--- src/rtl/pps_period_capture.sv ---
// pps_period_capture: measures the period of an async pulse on s_in in clk cycles
// and offers each captured period through a valid/ack handshake.
// Optional timeout disarm is enabled by defining PPS_TIMEOUT_EN.
module pps_period_capture #(
  parameter int WIDTH       = 32,
  parameter int SYNC_STAGES = 2,
  parameter int TIMEOUT     = 15000000
) (
  input  logic             clk,
  input  logic             reset,
  input  logic             s_in,
  input  logic             ack,
  output logic             outp,
  output logic [WIDTH-1:0] data_out,
  output logic             valid,
  output logic             ovf,
  output logic             missed,
  output logic             armed,
  output logic             timeout
);

  typedef enum logic {IDLE = 1'b0, ARMED = 1'b1} state_t;

  localparam logic [WIDTH-1:0] CNT_MAX = '1;
  localparam logic [WIDTH-1:0] TO_LAST = WIDTH'(TIMEOUT - 1);
`ifdef PPS_TIMEOUT_EN
  localparam bit TO_EN = 1'b1;
`else
  // Without the timeout feature the compare is constant-false and folds away.
  localparam bit TO_EN = 1'b0;
`endif

  state_t                 state;
  state_t                 next_state;
  logic [SYNC_STAGES-1:0] sync;
  logic                   sync_prev;
  logic                   rise;
  logic [WIDTH-1:0]       cnt;
  logic [WIDTH-1:0]       cnt_next;
  logic [WIDTH-1:0]       cap_val;
  logic                   cap_ovf;
  logic                   capture;
  logic                   to_hit;
  logic                   to_fire;

  // Rising edge of the synchronised input; one cycle wide by construction.
  assign rise   = sync[SYNC_STAGES-1] & ~sync_prev;
  assign to_hit = TO_EN && (state == ARMED) && (cnt == TO_LAST);
  assign armed  = (state == ARMED);

  // Synchroniser chain plus one extra flop for edge detection.
  always_ff @(posedge clk or posedge reset) begin
    if (reset) begin
      sync      <= '0;
      sync_prev <= 1'b0;
    end else begin
      sync      <= {sync[SYNC_STAGES-2:0], s_in};
      sync_prev <= sync[SYNC_STAGES-1];
    end
  end

  // FSM state register.
  always_ff @(posedge clk or posedge reset) begin
    if (reset) state <= IDLE;
    else       state <= next_state;
  end

  // Next state: first edge arms; a silent timeout (edge has priority) disarms.
  always_comb begin
    next_state = state;
    case (state)
      IDLE:    if (rise) next_state = ARMED;
      ARMED:   if (!rise && to_hit) next_state = IDLE;
      default: next_state = IDLE;
    endcase
  end

  // Decode: capture strobe, saturating capture value and next counter value.
  always_comb begin
    capture  = (state == ARMED) && rise;
    to_fire  = to_hit && !rise;
    cap_ovf  = (cnt == CNT_MAX);
    cap_val  = cap_ovf ? CNT_MAX : cnt + WIDTH'(1);
    cnt_next = cnt;
    if (state == IDLE || rise || to_fire) cnt_next = '0;
    else if (cnt != CNT_MAX)              cnt_next = cnt + WIDTH'(1);
  end

  // Counter, capture register, handshake and sticky flags.
  always_ff @(posedge clk or posedge reset) begin
    if (reset) begin
      cnt      <= '0;
      outp     <= 1'b0;
      data_out <= '0;
      ovf      <= 1'b0;
      valid    <= 1'b0;
      missed   <= 1'b0;
      timeout  <= 1'b0;
    end else begin
      cnt  <= cnt_next;
      outp <= rise;
      if (capture) begin
        data_out <= cap_val;
        ovf      <= cap_ovf;
        valid    <= 1'b1;
        // Overwriting an unconsumed word is recorded unless it is being taken now.
        if (valid && !ack) missed <= 1'b1;
      end else if (ack && valid) begin
        valid <= 1'b0;
      end
      if (to_fire) timeout <= 1'b1;
    end
  end

endmodule

--- config.mk ---
export PLATFORM = sky130hd
export DESIGN_NAME = pps_period_capture
export DESIGN_NICKNAME = d
export VERILOG_FILES = /design/src/rtl/pps_period_capture.sv
export SDC_FILE = /design/constraint.sdc
export NUM_CORES = 1
export LEC_CHECK = 0
export CAP_MARGIN = 20
export CORE_MARGIN = 2
export CORE_UTILIZATION = 55
export DETAILED_ROUTE_END_ITERATION = 16
export PLACE_DENSITY = 0.79
export SYNTH_ARGS = -nofsm -noshare
export SYNTH_HDL_FRONTEND = slang
export SYNTH_SLANG_ARGS = --single-unit
export TNS_END_PERCENT = 50
--- constraint.sdc ---
create_clock -name clk -period 2.71 [get_ports clk]
set_input_delay 0.542 -clock clk [delete_from_list [all_inputs] [get_ports clk]]
set_output_delay 0.542 -clock clk [all_outputs]
set_load 0.01 [all_outputs]
==> flow_summary.toml, run 1 <==
[logic_synthesis]
synth_seq_area_share = 0.5498
syn_avg_cell_area_um2 = 9.870
synth_edf_count = 0
yosys_warnings = 0
synth_area_um2 = 3277
synth_nets = 337
synthCells = 332
ys_seq_elements = 72
ys.flop_type = "dfrtp_1"
ys_types = 53
synth-async-reset-ratio = 1.000

[run]
maxCapViolCount = 0

[power]
power.switching_uw = 574.3
combPwrFrac = 0.123
p_int_mw = 1.618
power_leakage_nw = 1.712
swShare = 0.2619
power_density_nw_per_um2 = 559.6
seqPwrFrac = 0.546
vdd_ir_drop_max_v = 0.0004994
pwr-share-clk = 0.331
fin_total_pwr_mw = 2.192

[sta]
finClkSkew_ps = 7.767
period_share = 0.8840
max_freq_ghz = 0.4174
hold_viol = 0
setup_violations = 0
slew_headroom = 0.5526
min_period_ps = 2396
rsz0062_at_grt = "false"
fin_tns_setup_ps = 0
worstMarginPinSlew_ps = 669.5
report.final.slew_viol_count = 0

[final_layout]
drive_gt1_frac = 0.1088
post-route-util = 0.6696
fin_nets = 377
num_antenna_cells = 0
multi_input_area_um2 = 1334
fillerInstances = 462
syn2layout_area_growth_pct = 19.55
register_area_um2 = 1802

[worst_setup_path]
arrival_ps = 2630
worst-path-buf-inv = 0
path_cells = "nand4_4, or4_1, nor4_1, mux2_2, mux2_2"
worstSetupPathType = "reg2reg"
crit_path_max_fanout = 9
critPathTopFamily = "simple AND/OR/NAND/NOR gates"
crit_slowest_cell = "or4_1"
crit_path_max_incr_delay_ps = 680
required_ps = 2940
crit_path_end_kind = "flip-flop"
worst_path_most_repeated_cell = "mux2_2"
start_kind = "flip-flop"

[routing]
via_per_inst = 5.613
drc = 0
drt_iter0_drc = 234
drtAntennaViolNets = 0
wl_mm = 6.641
vias = 2537
wl_per_cell_um = 14.69
first_pass_iters = 4

[die]
die_h_um = 81.19
start_util = 0.5601
ios = 42
num_rows = 28
die_x_um = 81.19
die_area_um2 = 6591
core_area_um2 = 5851

[clocking]
h-tree-depth = 3
clkSlewWorstSetupHoldPaths_ps = 70
post_cts_buffers = 0
cts_buffers = 9
cts_tree = "built"
clk_path_buf_depth = 2
post_cts_resized = 0
cts_root_buf = "clkbuf_8"
clock-sinks = 72
insertion_delay_ps = 340
ctsHoldBuffers = 0

[global_routing]
antenna_found_initial = 0
grt_pass1_vias = 2403
grt_util_all_layers = 0.2273
overflow = 0
grt_first_pass_wirelength_mm = 11.32
grt_max_degree = 73

[min_path]
min_path_type = "reg2reg"

[placement]
placement.io_buffers = 40
dp_hpwl_mm = 4.588
place.gp.congestion = 0.8716

[run_status]
status = "complete, no violations"
==> cells in the mapped netlist (all sizes together) (2+ instances only) <==
library cell   n  area (um^2)
nand2         42        157.7
a31o           2        17.52
nor2          49        183.9
nand3          9        50.05
a31oi          9        56.30
or4            3        25.03
and2           2        12.51
and3           7        45.05
a41o           2        20.02
clkbuf        13        50.04
o21ai         24        131.4
nor4           8        65.06
dfrtp         72         1802
nand4         12        90.09
inv            6        22.52
buf            6        50.04
nand2b         3        18.77
o31ai          2        15.01
xnor2          8        70.07
nor3           9        45.04
xor2          11        96.34
and4           4        36.29
a21oi          9        48.80
mux2           2        22.52
o22ai          3        18.77
==> cell usage in the layout (no fill, tap or decap), types with 3 or more instances in the layout <==
cell             netlist  layout
o21ai_1                5       5
o22ai_1                3       3
xnor2_1                8       8
clkinv_2               0       4
o21ai_2                3       3
nand3_1                8       8
nor4_1                 7       7
a21oi_1                8       8
inv_1                  6       5
nand4_1               11      11
a31oi_1                9       9
nand2_1               42      42
nor2_1                49      49
dfrtp_1               72      72
clkbuf_8               0      10
and4_1                 3       3
o21ai_0               16      16
nor3_1                 9       9
xor2_1                11      11
and3_1                 6       6
nand2b_1               3       3
clkdlybuf4s50_1        0      40
buf_4                  1       8
==> per-stage QoR <==
stage          worst slack [ps]  std cells  instance area (um^2)  hold slack (ps)
2_1_floorplan             343.1        332                  3277            331.2
3_3_place_gp              409.2        436                  3752            344.2
3_5_place_dp              334.9        436                  3752            336.5
4_1_cts                   315.6        452                  3918            367.9
5_1_grt                   150.7        452                  3918            394.5
6_report                  314.5        452                  3918            364.0
==> final cells by class <==
type	count	share of cell area
inverters	6	0.005749
clock buffers	12	0.03705
well taps	75	0.02395
flip-flops and latches	72	0.4599
repair buffers	50	0.1278
multi-input cells	233	0.3405
clock inverters	4	0.005110
==> power by group through the flow <==
stage | clock network (mW) | logic [mW] | registers (mW)
CTS | 0.745 | 0.274 | 1.20
floorplan | 0 | 0.157 | 1.22
global placement | 0 | 0.264 | 1.21
detailed placement | 0 | 0.272 | 1.22
global route | 0.790 | 0.302 | 1.21
finish | 0.725 | 0.270 | 1.20
==> path summary, 6_finish.rpt <==
kind	slack, ps	cells past startpoint	startpoint	endpoint
setup / recovery	310	5	cnt[9]	data_out[31]
hold / removal	360	0	sync[0]	sync[1]
setup reg to reg	310	5	cnt[9]	data_out[31]
hold reg to reg	360	0	sync[0]	sync[1]
max in group asynchronous	1810	3	reset	data_out[14]
min in group asynchronous	590	3	reset	sync_prev
==> routing by layer <==
metal  vias up  share of wire  GRT usage  wire, um
li1       1237              -          -         -
met1      1217           0.44     0.3068      2950
met2        72           0.49     0.3496      3234
met3        11          0.051    0.06333       340
met4         0          0.017    0.08814       116
met5         -              0          0         0
==> flip-flops by register name (all words and copies together) (netlist names) <==
register,cells
cnt,32
data_out,32
sync,2
armed,1
missed,1
outp,1
ovf,1
sync_prev,1
valid,1
==> cells by family (layout without fill, tap and decap cells) <==
family                   after synthesis  in the layout  share of synthesized area
AND/OR/NAND/NOR                      150            150                     0.2268
flip-flops                            72             72                     0.5498
AO/OA/AOI/OAI                         59             59                     0.1146
buffers and inverters                 27             72                    0.04314
XOR/XNOR                              19             19                    0.05078
multiplexers                           3              3                   0.009927
adder cells (fa/ha/maj)                1              1                   0.003818
other                                  1              1                   0.001144
(Power assumes the default switching activity.)
==> run 2: changes to the inputs <==
--- a/config.mk
+++ b/config.mk
@@ -5,10 +5,11 @@
 export SDC_FILE = /design/constraint.sdc
 export NUM_CORES = 1
 export LEC_CHECK = 0
-export CAP_MARGIN = 20
+export CAP_MARGIN = 0
 export CORE_MARGIN = 2
 export CORE_UTILIZATION = 55
 export DETAILED_ROUTE_END_ITERATION = 16
+export GPL_TIMING_DRIVEN = 0
 export PLACE_DENSITY = 0.79
 export SYNTH_ARGS = -nofsm -noshare
 export SYNTH_HDL_FRONTEND = slang
==> run 2 against run 1 <==
  * Sequential power barely moved
  * Maximum frequency decreased by 3.1%
  * Register-to-register slack worse by 80 ps
  * Largest cell class unchanged
  * Core utilization is 0.47 points higher
  * Sequential cell count is the same
==> flow_summary.toml, run 2 (synthesis results as in run 1) <==
[clocking]
clk_path_buf_depth = 2
clkSlewWorstSetupHoldPaths_ps = 80
cts_tree = "built"
post_cts_buffers = 0
cts_root_buf = "clkbuf_8"
h-tree-depth = 3
clock-sinks = 72
insertion_delay_ps = 350
cts_buffers = 9

[worst_setup_path]
worst-path-buf-inv = 2
crit_path_max_incr_delay_ps = 600
crit_path_max_fanout = 10
required_ps = 2990
start_kind = "flip-flop"
crit_start = "cnt[9]"
crit_slowest_cell = "nor4_4"
path_cells = "nand4_4, or4_1, clkbuf_2, nor4_4, buf_6, o21ai_0, nand2_1"
arrival_ps = 2750
crit_path_end_kind = "flip-flop"
critPathTopFamily = "simple AND/OR/NAND/NOR gates"
r2r-start = "cnt[9]"
worstSetupPathType = "reg2reg"

[power]
power.switching_uw = 593.5
power_density_nw_per_um2 = 563.1
combPwrFrac = 0.135
vdd_ir_drop_max_v = 0.0004031
p_int_mw = 1.628
power_leakage_nw = 1.710
swShare = 0.2672
seqPwrFrac = 0.534
pwr-share-clk = 0.332

[routing]
top_layer_used = "met4"
met3_wirelength_um = 302
drc = 0
met1_length_mm = 3.183
wl_met2_mm = 3.512
via_per_inst = 5.741
wl_per_cell_um = 15.49
drt_iter0_drc = 158
drtAntennaViolNets = 0
first_pass_iters = 4
wl_mm = 7.171
vias = 2658

[global_routing]
grt_max_degree = 73
overflow = 0
grt_pass1_vias = 2695
grt_util_all_layers = 0.2485
grt_first_pass_wirelength_mm = 12.37
antenna_found_initial = 0

[run]
maxCapViolCount = 0

[sta]
rsz0062_at_grt = "false"
max_freq_ghz = 0.4045
hold_viol = 0
layout_setup_ws_ps = 237.8
worstMarginPinSlew_ps = 865.0
min_period_ps = 2472
period_share = 0.9123
hold_ws_ps = 353.6
slew_headroom = 0.4180
finClkSkew_ps = 9.680
report.final.slew_viol_count = 0
setup_violations = 0

[placement]
dpl.cell_count = 447
placement.io_buffers = 40
pre_cts_ws_ps = 102.8
place.gp.congestion = 0.8862
postPlaceCellArea_um2 = 3774
dp_hpwl_mm = 5.058

[final_layout]
fin_nets = 388
register_area_um2 = 1802
fin_area_um2 = 3945
fin_cells = 463
num_antenna_cells = 0
post-route-util = 0.6743
largestRegisters = "cnt x32, data_out x32, sync x2"
syn2layout_area_growth_pct = 20.39
fillerInstances = 491
layout_common_cells = "72 x dfrtp_1, 49 x nor2_1, 42 x nand2_1"
multi_input_area_um2 = 1340
drive_gt1_frac = 0.1005
layout_commonest_cell = "dfrtp_1"

[die]
ios = 42
num_rows = 28
die_x_um = 81.19
core_area_um2 = 5851
start_util = 0.5601
die_h_um = 81.19
die_area_um2 = 6591

[min_path]
min_from = "sync[0]"
min_path_type = "reg2reg"

[run_status]
status = "complete, no violations"
[run 2: cell count changes in the layout (fill, tap and decap cells not counted), sizes merged]
cell           before  now
clkdlybuf4s25       0    1
dlygate4sd1         0    1
buf                10    6
clkbuf             12   25
[run 2: final timing paths]
| check | endpoint | slack [ps] | depth (start not counted) |
|---|---|---|---|
| worst min register to register | sync[1] | 350 | 0 |
| max in group asynchronous | data_out[20] | 1420 | 2 |
| worst min-delay path | sync[1] | 350 | 0 |
| worst max-delay path | data_out[1] | 240 | 7 |
| worst max register to register | data_out[1] | 240 | 7 |
| min in group asynchronous | data_out[26] | 720 | 2 |
[run 2: final cells by class]
type / count / area share
Sequential cell: 72 / 0.4567
Inverter: 6 / 0.006343
Tap cell: 75 / 0.02379
Clock buffer: 12 / 0.03679
Clock inverter: 4 / 0.005075
Multi-Input combinational cell: 233 / 0.3397
Timing Repair Buffer: 40 / 0.1015
Buffer: 21 / 0.03013
[run 2: timing repair]
item                                   4_1_cts  5_1_grt
gates resized for setup                      0        1
hold buffers                                 0        0
endpoints found under the hold margin        0        0
setup endpoints to repair                    0       10
[run 2: metrics by stage]
| step | setup TNS [ps] | total power [mW] |
|---|---|---|
| after CTS | 0 | 2.238 |
| after global routing | 0 | 2.322 |
| after detailed placement | 0 | 1.506 |
| after global placement | -56790 | 1.494 |
| final | 0 | 2.221 |
| after floorplan | 0 | 1.374 |
[run 2: power groups by stage]
| stage | registers [mW] | logic (mW) | clock network [mW] |
|---|---|---|---|
| finish | 1.19 | 0.299 | 0.737 |
| global route | 1.19 | 0.334 | 0.796 |
| CTS | 1.19 | 0.302 | 0.750 |
| detailed placement | 1.21 | 0.300 | 0 |
| global placement | 1.20 | 0.292 | 0 |
| floorplan | 1.22 | 0.157 | 0 |
[run 2: routing by layer]
| layer | up-vias | track usage |
|---|---|---|
| li1 | 1256 | - |
| met4 | 0 | 0.1305 |
| met1 | 1307 | 0.3240 |
| met2 | 76 | 0.3975 |
| met5 | - | 0 |
| met3 | 19 | 0.04444 |
